--- src/rtl/fetch_unit.sv ---
`timescale 1ns/1ps
`default_nettype none
// ============================================================================
// Module   : fetch_unit
// Purpose  : Instruction fetch front end. Issues word fetches under a credit
//            limit, buffers responses in a small FIFO for the core, and
//            discards stale in-flight responses after a redirect.
// Revision : 1.0 - initial release
// ============================================================================
module fetch_unit #(
  parameter logic [31:0] RESET_PC = 32'h0000_0000,
  parameter int          DEPTH    = 2
) (
  input  logic        clk,
  input  logic        reset,            // asynchronous, active low
  output logic        o_imem_req,
  output logic [31:0] o_imem_addr,
  input  logic        i_imem_gnt,
  input  logic        i_imem_rvalid,
  input  logic [31:0] i_imem_rdata,
  input  logic        i_redirect_valid,
  input  logic [31:0] i_redirect_pc,
  output logic        o_insn_valid,
  output logic [31:0] o_insn,
  output logic [31:0] o_insn_pc,
  input  logic        i_insn_ready
);

  localparam int CW = $clog2(DEPTH + 1);
  localparam int PW = (DEPTH > 1) ? $clog2(DEPTH) : 1;

  typedef enum logic [0:0] {
    ST_FETCH = 1'b0,
    ST_DRAIN = 1'b1
  } state_t;

  state_t          r_state, w_state_nxt;
  logic [31:0]     r_fetch_pc, w_fetch_pc_nxt;
  logic [CW-1:0]   r_outstanding, w_outstanding_nxt;
  logic [CW-1:0]   r_count, w_count_nxt;
  logic [CW-1:0]   r_discard, w_discard_nxt;
  logic [PW-1:0]   r_head, r_tail;
  logic [31:0]     r_fifo_insn [DEPTH];
  logic [31:0]     r_fifo_pc   [DEPTH];

  logic            w_credit, w_req, w_grant;
  logic            w_rsp, w_drop, w_push;
  logic            w_insn_valid, w_pop;
  logic [31:0]     w_rsp_pc, w_redirect_target;

  // Circular pointer advance that also works for non power-of-two depths.
  function automatic logic [PW-1:0] f_inc(input logic [PW-1:0] p);
    return (p == PW'(DEPTH - 1)) ? '0 : p + 1'b1;
  endfunction

  // In-flight plus buffered words must leave room for every response.
  assign w_credit = ({1'b0, r_outstanding} + {1'b0, r_count}) < (CW+1)'(DEPTH);
  assign w_req    = reset & (r_state == ST_FETCH) & w_credit & ~i_redirect_valid;
  assign w_grant  = w_req & i_imem_gnt;

  // A response with nothing in flight is spurious and ignored entirely.
  assign w_rsp  = i_imem_rvalid & (r_outstanding != '0);
  assign w_drop = w_rsp & ((r_discard != '0) | i_redirect_valid);
  assign w_push = w_rsp & ~w_drop;

  assign w_insn_valid = (r_count != '0) & ~i_redirect_valid;
  assign w_pop        = w_insn_valid & i_insn_ready;

  // Non-discarded in-flight requests are contiguous and end at fetch_pc-4,
  // so the oldest one's address follows from the outstanding count.
  assign w_rsp_pc          = r_fetch_pc - (32'(r_outstanding) << 2);
  assign w_redirect_target = i_redirect_pc & ~32'h0000_0003;

  assign o_imem_req   = w_req;
  assign o_imem_addr  = r_fetch_pc;
  assign o_insn_valid = w_insn_valid;
  assign o_insn       = (r_count != '0) ? r_fifo_insn[r_head] : '0;
  assign o_insn_pc    = (r_count != '0) ? r_fifo_pc[r_head]   : '0;

  // Next-state: counters by net effect, redirect flushes and re-targets.
  always_comb begin
    w_state_nxt       = r_state;
    w_fetch_pc_nxt    = r_fetch_pc;
    w_outstanding_nxt = r_outstanding + CW'(w_grant) - CW'(w_rsp);
    w_count_nxt       = r_count + CW'(w_push) - CW'(w_pop);
    w_discard_nxt     = r_discard - CW'(w_rsp & (r_discard != '0));
    if (i_redirect_valid) begin
      // Everything still in flight becomes stale (no grant this cycle).
      w_fetch_pc_nxt = w_redirect_target;
      w_count_nxt    = '0;
      w_discard_nxt  = w_outstanding_nxt;
    end else if (w_grant) begin
      w_fetch_pc_nxt = r_fetch_pc + 32'd4;
    end
    w_state_nxt = (w_discard_nxt != '0) ? ST_DRAIN : ST_FETCH;
  end

  // State, fetch address and counter registers.
  always_ff @(posedge clk or negedge reset) begin
    if (!reset) begin
      r_state       <= ST_FETCH;
      r_fetch_pc    <= RESET_PC;
      r_outstanding <= '0;
      r_count       <= '0;
      r_discard     <= '0;
    end else begin
      r_state       <= w_state_nxt;
      r_fetch_pc    <= w_fetch_pc_nxt;
      r_outstanding <= w_outstanding_nxt;
      r_count       <= w_count_nxt;
      r_discard     <= w_discard_nxt;
    end
  end

  // Prefetch FIFO storage and pointers.
  always_ff @(posedge clk or negedge reset) begin
    if (!reset) begin
      r_head <= '0;
      r_tail <= '0;
      for (int i = 0; i < DEPTH; i++) begin
        r_fifo_insn[i] <= '0;
        r_fifo_pc[i]   <= '0;
      end
    end else if (i_redirect_valid) begin
      r_head <= '0;
      r_tail <= '0;
    end else begin
      if (w_push) begin
        r_fifo_insn[r_tail] <= i_imem_rdata;
        r_fifo_pc[r_tail]   <= w_rsp_pc;
        r_tail              <= f_inc(r_tail);
      end
      if (w_pop) begin
        r_head <= f_inc(r_head);
      end
    end
  end

endmodule
`default_nettype wire
--- config.mk ---
export PLATFORM = sky130hd
export DESIGN_NAME = fetch_unit
export DESIGN_NICKNAME = d
export VERILOG_FILES = /design/src/rtl/fetch_unit.sv
export SDC_FILE = /design/constraint.sdc
export NUM_CORES = 1
export LEC_CHECK = 0
export ABC_AREA = 1
export BUFFER_PORTS_ARGS = -buffer_cell sky130_fd_sc_hd__buf_2
export CAP_MARGIN = 20
export CORE_MARGIN = 1.5
export CORE_UTILIZATION = 55
export CTS_BUF_LIST = sky130_fd_sc_hd__clkbuf_4
export CTS_CLUSTER_DIAMETER = 40
export DETAILED_ROUTE_END_ITERATION = 16
export PLACE_DENSITY = 0.8
export SYNTH_ARGS = -nofsm -noshare
export SYNTH_HDL_FRONTEND = slang
export SYNTH_SLANG_ARGS = --single-unit
--- constraint.sdc ---
create_clock -name clk -period 4.35 [get_ports clk]
set_input_delay 0.87 -clock clk [delete_from_list [all_inputs] [get_ports clk]]
set_output_delay 0.87 -clock clk [all_outputs]
set_load 0.01 [all_outputs]
# After elaboration in Yosys (flattened, before gate mapping)
# Cells that the tools add are included.
# totals
reg_bits	169
elab_cells	73
inputBits	70
out_inout_bits	98
# op_classes
order_cmp	4
n_reduce_logical	9
n_bitwise	16
addsub	10
mux	23
# ops
cell	n
32-bit 2-to-1 mux	11
64-bit bitwise mux	2
32-bit by 3-bit adder with 32-bit output, second input constant	1
32-bit demux with 1-bit select	1
32-bit by 4-bit subtractor with 32-bit output	1
2-bit nonzero test	7
1-bit bitwise AND	10
1-bit 2-to-1 mux	7
2-bit by 1-bit subtractor with 2-bit output	3
2-bit by 1-bit adder with 2-bit output	2
2-bit greater-or-equal comparator, second input constant	2
2-bit 2-to-1 mux	2
1-bit inverter with 2-bit output	2
2-bit by 2-bit adder with 3-bit output	1
3-bit by 2-bit less-than comparator with 1-bit output, second input constant	1
1-bit inverter	3
1-bit adder, second input constant	2
2-bit by 1-bit less-than comparator with 1-bit output, second input constant	1
2-bit AND reduction	1
1-bit logical AND	1
1-bit bitwise OR	1

# Depth between registers and ports, before layout
# Gate-level depths: netlist of the first run.
# depth
ltp_word	10
mapped_depth	13
depth_no_buf	13

# Least setup slack after synthesis of the first run
# Ideal clock, no wire load.
# synth_path
kind	in2out
startpoint	input port i_redirect_valid
endpoint	output port o_imem_req
arrival_time_ns	1.605
path_buffers	2
path_stages	3
setup_slack_ns	1.875
required_ns	3.480
cell_sequence	buf_6 > clkbuf_1 > nor4_1
# synth_between
elab_chain_len	2
# synth_lines
item	line	rtl
start, declared	21	input logic i_redirect_valid,
1-bit inverter (no source line)	--	
1-bit bitwise AND	58	assign w_req = reset & (r_state == ST_FETCH) & w_credit & ~i_redirect_valid;
end, declared	16	output logic o_imem_req,
# No other way between the ends.

# Worst setup path after layout of the first run
# layout_path
startpoint	register r_head
endpoint	output port o_insn_pc[23]
# layout_between
elab_chain_len	5
# layout_lines
item	line	rtl
start, declared	42	logic [PW-1:0] r_head, r_tail;
start signal, assigned	134	r_head <= f_inc(r_head);
1-bit inverter with 2-bit output (implied by the code)	78	assign o_insn_pc = (r_count != '0) ? r_fifo_pc[r_head] : '0;
32-bit 2-to-1 mux (implied by the code) (3 in series)	78	
32-bit 2-to-1 mux	78	
end, declared	25	output logic [31:0] o_insn_pc,
# No other way between the ends. The select of a mux whose other input is x is not followed.

==> metrics, run 1 <==
buffers inserted by post-CTS timing repair=0; setup slack, reg-to-reg=roughly 1.8 ns; busiest layer in global routing=met2; total number of yosys warnings=0; GRT overflow=0; gpl congestion=between 0.9 and 1; nature of the critical path startpoint=flop; clock latency reported for the late side of the worst-skew pair=0.58 ns; global-route wire length before repair=roughly 38 mm; Final min period=approximately 3.2 ns; H-tree Lvls=4; fin. max-slew vios=0; buffering stage count on the worst path with inverters included=2; status=finished clean; Highest Clock Rate=312 MHz; Nets=~1.5k; detailed router's first-iteration violation count=~730; Std-Cell Core Area=between 0.015 and 0.02 mm2; horizontal die dimension=about 130 um; setup skew after layout=0.0173 ns; Syn-to-layout area delta=11.6%; flip-flop cell with the highest count after synthesis=sky130_fd_sc_hd__dfrtp_1; average wire per standard cell=14.3 um; Die ar.=0.0174 mm2; number of input and output port buffers inserted=approximately 160; count of mapped cells out of synthesis=1279; number of buffers between clock root and the deepest sink=2; register area=~0.0041 mm2; top-level I/O count=around 170; fill cell instance count of the final layout=1460; post-cts repair resize count=0; Post-synth EDFFs=0; Setup crit start=r_head; critical path class=reg2out; relative slew slack=42.0%; multi-input logic area=approximately 0.0042 mm2; cell with the biggest individual delay on the critical path=sky130_fd_sc_hd__dfrtp_2; unrepaired setup endpoints after global routing=false; hold violation total from the final report=0; post-route clock period utilization=73.7%; endpoint kind of the worst setup timing path=output pin; proportion of register bits with asynchronous set or reset after synthesis=100%; power per cell area=between 400 and 500 mW/mm2; clock tree sinks=between 150 and 200; number of cells traversed by the worst register-to-register path=12; detailed-placement wirelength estimate=roughly 16 mm; leading cell type in the layout, fill and taps excluded=sky130_fd_sc_hd__nand2_1; Via-to-Cell Ratio=between 5 and 6; Worst EP required=3.48 ns; mean area per synthesized cell=just over 7 um2; worst setup slack before clock tree synthesis=about 1.4 ns; pin count of the biggest net entering global routing=88; Inserted Clock Buffers=17; Leak=5.32 nW; critical path arrival=approximately 2.3 ns; flip-flop and latch count after synthesis=about 160; biggest cell delay along the critical path=around 0.85 ns; Worst Setup Slack, final=1.14 ns; Final setup violation count=0; transition at the pin with the smallest max-transition slack=0.870 ns; R2R Path End=r_state; initial standard-cell utilization of the core=approximately 57%; GRT Resource Usage Total=a little over a quarter; number of antenna violations at the first check in global routing=1; part of the Yosys area used for sequential elements=between 40% and 50%; met1 demand-to-capacity share in global routing=a little under two fifths; total wire length=23.2 mm; clock input transition at the sequential cells of the worst setup and hold paths=between 0.1 and 0.15 ns; cell depth of the worst setup path=4; accumulated negative setup slack=0 ns; IR Drop Worst-Case VDD=between 0.2 and 0.25 mV; DIE HEIGHT=between 100 and 150 um; residual antenna-violating net count after detailed routing=0; met3 Use GR=about 4.1%; CTS hold repair buffers=0; number of violations of the max-capacitance limit=0; crit path capture=o_insn_pc[23]; detailed-router iteration count before antenna repair=5; worst flop-to-flop path startpoint=r_count[0]; commonest cells after routing, fill and taps aside=sky130_fd_sc_hd__nand2_1 (503), sky130_fd_sc_hd__dfrtp_1 (162), sky130_fd_sc_hd__buf_2 (160); largest driver fanout on the critical path=38; series of cell instances along the critical path=buf_4 -> o21ai_0 -> a21oi_1 -> buf_2; TritonCTS clock tree=built; Rows=46; clock tree root driver cell=sky130_fd_sc_hd__clkbuf_4; vias in the first global route=around 7.7k; global-route track usage on met2=between 40% and 50%; detailed-route via count=8477; fraction of layout cells with a size suffix above 1=16.5%; number of DRC violations after detailed routing=0; Crit path max-delay family=flip-flops; synth unique cells=33; path category of the worst min-delay check=in2async; synthesized area=0.00915 mm2
[cell families after synthesis]
group,Yosys count,share of synthesized area (%)
buffers and inverters,188,9.58
adder cells (fa/ha/maj),10,1.53
flip-flops,163,44.6
AND/OR/NAND/NOR,688,30.3
XOR/XNOR,27,2.59
other,1,0.0410
AO/OA/AOI/OAI,202,11.4
[state kept, by name, indices dropped and copies added, names as in the netlist]
register	cells
r_discard	2
r_state	1
r_count	2
r_fifo_pc	60
r_outstanding	2
o_imem_addr	30
r_fifo_insn	64
r_tail	1
r_head	1
[worst register-to-register path, cell delays in order (launching register included)]
cell	delay (ns)
sky130_fd_sc_hd__dfrtp_1	0.46
sky130_fd_sc_hd__nand2_1	0.09
sky130_fd_sc_hd__inv_1	0.05
sky130_fd_sc_hd__fa_1	0.49
sky130_fd_sc_hd__nor2_2	0.17
sky130_fd_sc_hd__nand3_4	0.16
sky130_fd_sc_hd__ha_1	0.32
sky130_fd_sc_hd__inv_1	0.04
sky130_fd_sc_hd__ha_1	0.18
sky130_fd_sc_hd__xnor2_1	0.16
sky130_fd_sc_hd__xor2_1	0.23
sky130_fd_sc_hd__nand2_1	0.10
sky130_fd_sc_hd__nand3_1	0.08
[worst min-delay path by stage]
stage             startpoint               to  slack, ns
2_1_floorplan  r_fifo_pc[36]    r_fifo_pc[36]       0.44
4_1_cts                reset  r_fifo_insn[50]       0.19
3_3_place_gp   r_fifo_pc[39]    r_fifo_pc[39]       0.45
3_5_place_dp   r_fifo_pc[36]    r_fifo_pc[36]       0.46
6_report               reset  r_fifo_insn[50]       0.20
5_1_grt                reset  r_fifo_insn[17]       0.21
[layout make-up]
cell class	count	share of cell area (%)
Tap cell	216	2.65
Timing Repair Buffer	173	8.96
Clock buffer	17	1.25
Antenna cell	1	0.0245
Sequential cell	163	40.0
Multi-Input combinational cell	931	41.2
Clock inverter	13	1.59
Inverter	117	4.33
[Yosys cell counts (8+ instances only)]
cell type | number | area, um2
sky130_fd_sc_hd__xor2_1 | 20 | 175
sky130_fd_sc_hd__nand3_1 | 50 | 250
sky130_fd_sc_hd__a21oi_1 | 62 | 310
sky130_fd_sc_hd__o211ai_1 | 8 | 60.1
sky130_fd_sc_hd__inv_1 | 112 | 420
sky130_fd_sc_hd__clkbuf_1 | 19 | 71.3
sky130_fd_sc_hd__o21ai_0 | 42 | 210
sky130_fd_sc_hd__buf_6 | 10 | 113
sky130_fd_sc_hd__nor2_1 | 100 | 375
sky130_fd_sc_hd__o21ai_1 | 86 | 430
sky130_fd_sc_hd__buf_2 | 19 | 95.1
sky130_fd_sc_hd__buf_4 | 17 | 128
sky130_fd_sc_hd__dfrtp_1 | 163 | 4080
sky130_fd_sc_hd__nand2_1 | 503 | 1890
sky130_fd_sc_hd__nor2_2 | 13 | 81.3
sky130_fd_sc_hd__ha_1 | 8 | 100
[through the flow]
step	util, %	total power [mW]	instance area, um2	hold WS, ns	cells
after global placement	61.8	3.97	9920	0.449	1600
final	63.6	4.94	10200	0.200	1631
after global routing	63.6	5.32	10200	0.214	1631
after detailed placement	61.8	4.03	9920	0.458	1600
after CTS	63.6	4.96	10200	0.188	1630
after floorplan	-	3.56	9160	0.437	1282
[power by group]
group / internal [mW] / switching [mW] / leakage [nW]
registers: 2.08 / 0.379 / 2.05
clock network: 0.392 / 0.531 / 0.151
logic: 0.601 / 0.959 / 3.12
total: 3.07 / 1.87 / 5.32
[layer usage]
metal  wire length (um)  share of wire, %
met5                  0                 0
met4                605               2.6
met3               1580               6.8
met2              10900                47
met1              10200                44
(Power assumes the default switching activity.)
==> inputs of run 2 (changes only) <==
--- a/config.mk
+++ b/config.mk
@@ -9,11 +9,11 @@
 export BUFFER_PORTS_ARGS = -buffer_cell sky130_fd_sc_hd__buf_2
 export CAP_MARGIN = 20
 export CORE_MARGIN = 1.5
-export CORE_UTILIZATION = 55
+export CORE_UTILIZATION = 53
 export CTS_BUF_LIST = sky130_fd_sc_hd__clkbuf_4
 export CTS_CLUSTER_DIAMETER = 40
 export DETAILED_ROUTE_END_ITERATION = 16
-export PLACE_DENSITY = 0.8
+export PLACE_DENSITY = 0.81
 export SYNTH_ARGS = -nofsm -noshare
 export SYNTH_HDL_FRONTEND = slang
 export SYNTH_SLANG_ARGS = --single-unit
==> constraint.sdc (replaced) <==
create_clock -name clk -period 2.6 [get_ports clk]
set_input_delay 0.52 -clock clk [delete_from_list [all_inputs] [get_ports clk]]
set_output_delay 0.52 -clock clk [all_outputs]
set_load 0.01 [all_outputs]
==> run 2 against run 1 <==
Effect of this change:
- final cell count rose by 1.2%
- worst setup slack lost 1.0 ns
- clock power rose by 66%
- die area is 3.7% higher
- core utilization fell by 1.3 points
- largest power group unchanged
- combinational power up 76%
- critical endpoint is now o_insn_pc[25]
- power rose by 69%
- clock-buffer cell count is 1 higher
- non-clock buffer count up 14
- sequential share of layout area down 0.73 points
==> metrics, run 2 (synthesis results as in run 1) <==
status=finished clean; critical path arrival=1.96 ns; Die ar.=approximately 0.018 mm2; fin. max-slew vios=0; clock tree sinks=between 150 and 200; residual antenna-violating net count after detailed routing=0; relative slew slack=~40%; Inserted Clock Buffers=17; horizontal die dimension=about 130 um; number of buffers between clock root and the deepest sink=2; dpl cell area=0.0100 mm2; sw frac=between 30% and 40%; Worst EP required=about 2.1 ns; total wire length=23.8 mm; clock tree root driver cell=sky130_fd_sc_hd__clkbuf_4; Clk pwr share=around 18%; number of input and output port buffers inserted=roughly 160; Final setup violation count=0; average wire per standard cell=14.4 um; post-layout utilization of the core=slightly above 60%; critical path class=reg2out; fill cell instance count of the final layout=about 1.5k; fraction of layout cells with a size suffix above 1=around 18%; transition at the pin with the smallest max-transition slack=~0.90 ns; hold violation total from the final report=0; endpoint kind of the worst setup timing path=output pin; Via-to-Cell Ratio=approximately 5.3; setup skew after layout=approximately 0.020 ns; flip-flop count of the largest register after layout=64; H-tree Lvls=4; gpl congestion=a little under 1; CTS hold repair buffers=0; TritonCTS clock tree=built; clock latency reported for the late side of the worst-skew pair=~0.57 ns; GRT overflow=0; IR Drop Worst-Case VDD=approximately 0.39 mV; post-route clock period utilization=between 90% and 100%; worst hold slack=~0.052 ns; GRT Resource Usage Total=around 27%; nature of the critical path startpoint=flop; Crit path max-delay family=flip-flops; vias in the first global route=roughly 8k; number of DRC violations after detailed routing=0; power per cell area=around 800 mW/mm2; clock input transition at the sequential cells of the worst setup and hold paths=0.15 ns; sequential group share of total power=roughly 50%; Highest Clock Rate=403 MHz; initial standard-cell utilization of the core=a little over half; DIE HEIGHT=~130 um; combinational fraction of design power=32.8%; buffering stage count on the worst path with inverters included=3; commonest cells after routing, fill and taps aside=sky130_fd_sc_hd__nand2_1 (503), sky130_fd_sc_hd__dfrtp_1 (162), sky130_fd_sc_hd__buf_2 (160); unrepaired setup endpoints after global routing=true; post-route cell area=approximately 0.010 mm2; switching power=around 3.2 mW; global-route track usage on met2=approximately 43%; top-level I/O count=roughly 170; Syn-to-layout area delta=13.8%; number of violations of the max-capacitance limit=0; global-route wire length before repair=around 38 mm; register with the most flip-flops=r_fifo_insn; Rows=between 40 and 50; met1 demand-to-capacity share in global routing=between 30% and 40%; overall power consumption=approximately 8.4 mW; leading cell type in the layout, fill and taps excluded=sky130_fd_sc_hd__nand2_1; Std-Cell Core Area=~0.017 mm2; cell with the biggest individual delay on the critical path=sky130_fd_sc_hd__dfrtp_4; register area=0.00408 mm2; met3 Use GR=under 10%; detailed router's first-iteration violation count=roughly 670; path category of the worst min-delay check=in2async; detailed-route via count=about 8.7k; busiest layer in global routing=met2; Leak=5.41 nW; Nets=between 1k and 1.5k; biggest cell delay along the critical path=around 0.56 ns; number of antenna violations at the first check in global routing=1; largest driver fanout on the critical path=35; Final min period=between 2 and 2.5 ns; detailed-placement wirelength estimate=16.3 mm; Internal Pwr Total=between 5 and 6 mW; series of cell instances along the critical path=buf_4 -> buf_12 -> o21ai_0 -> a21oi_1 -> buf_2; pin count of the biggest net entering global routing=approximately 160; detailed-router iteration count before antenna repair=6; multi-input logic area=0.00422 mm2
==> run 2: changes by cell type in the layout (fill, tap and decap cells not counted), moves of 2 or more <==
cell	previous run	this run
sky130_fd_sc_hd__inv_1	112	110
sky130_fd_sc_hd__buf_12	1	5
sky130_fd_sc_hd__clkinvlp_4	2	5
sky130_fd_sc_hd__buf_4	11	19
sky130_fd_sc_hd__inv_6	1	3
==> run 2: final cells by class <==
cell class                      instances  area share [%]
Clock buffer                           18            1.30
Timing Repair Buffer                  187            10.5
Inverter                              117            4.32
Antenna cell                            1          0.0240
Multi-Input combinational cell        931            40.5
Sequential cell                       163            39.2
Tap cell                              220            2.65
Clock inverter                         14            1.48
==> run 2: layer usage <==
layer,part of all wire (%),vias up
met5,0,-
met4,2.3,0
met3,7.1,42
met2,46,331
met1,44,4021
li1,-,4277
==> run 2: worst reg2reg max path: stages, from the launching register on <==
cell                      delay, ns
sky130_fd_sc_hd__dfrtp_1       0.45
sky130_fd_sc_hd__nand2_1       0.08
sky130_fd_sc_hd__inv_1         0.05
sky130_fd_sc_hd__fa_1          0.49
sky130_fd_sc_hd__nor2_2        0.18
sky130_fd_sc_hd__nand3_4       0.09
sky130_fd_sc_hd__ha_1          0.28
sky130_fd_sc_hd__inv_1         0.04
sky130_fd_sc_hd__ha_1          0.18
sky130_fd_sc_hd__xnor2_1       0.16
sky130_fd_sc_hd__xor2_1        0.21
sky130_fd_sc_hd__nand2_1       0.09
sky130_fd_sc_hd__nand3_1       0.09
==> run 2: worst paths after layout <==
check	endpoint	cells past startpoint	slack [ns]	from
max	o_insn_pc[25]	5	0.12	r_head
min	r_fifo_insn[19]	2	0.05	reset
max reg2reg	r_state	12	0.17	r_outstanding[0]
min reg2reg	r_fifo_pc[39]	2	0.48	r_fifo_pc[39]
max in group asynchronous	r_head	2	1.82	reset
min in group clk	o_imem_addr[17]	3	0.15	i_redirect_pc[17]
==> run 2: power by group through the flow <==
stage | registers [mW] | clock network, mW | logic, mW
6_report | 4.10 | 1.53 | 2.74
5_1_grt | 4.22 | 1.67 | 3.15
4_1_cts | 4.08 | 1.57 | 2.69
3_5_place_dp | 4.14 | 0 | 2.66
3_3_place_gp | 4.08 | 0 | 2.57
2_1_floorplan | 3.96 | 0 | 2.00
==> run 2: timing repair <==
action / in CTS / in global routing
gates resized for setup: 2 / 3
pin swaps: 1 / 2
endpoints found under the setup margin: 43 / 57
setup buffers: 1 / 8
cloned: 0 / 1
endpoints found under the hold margin: 0 / 0
==> run 2: through the flow <==
step / setup TNS (ns) / setup slack (ns) / std cells
after floorplan: 0 / 0.328 / 1282
after global placement: 0 / 0.244 / 1608
after detailed placement: 0 / 0.204 / 1608
after CTS: 0 / 0.0123 / 1641
after global routing: -0.00291 / -0.00291 / 1651
final: 0 / 0.116 / 1651
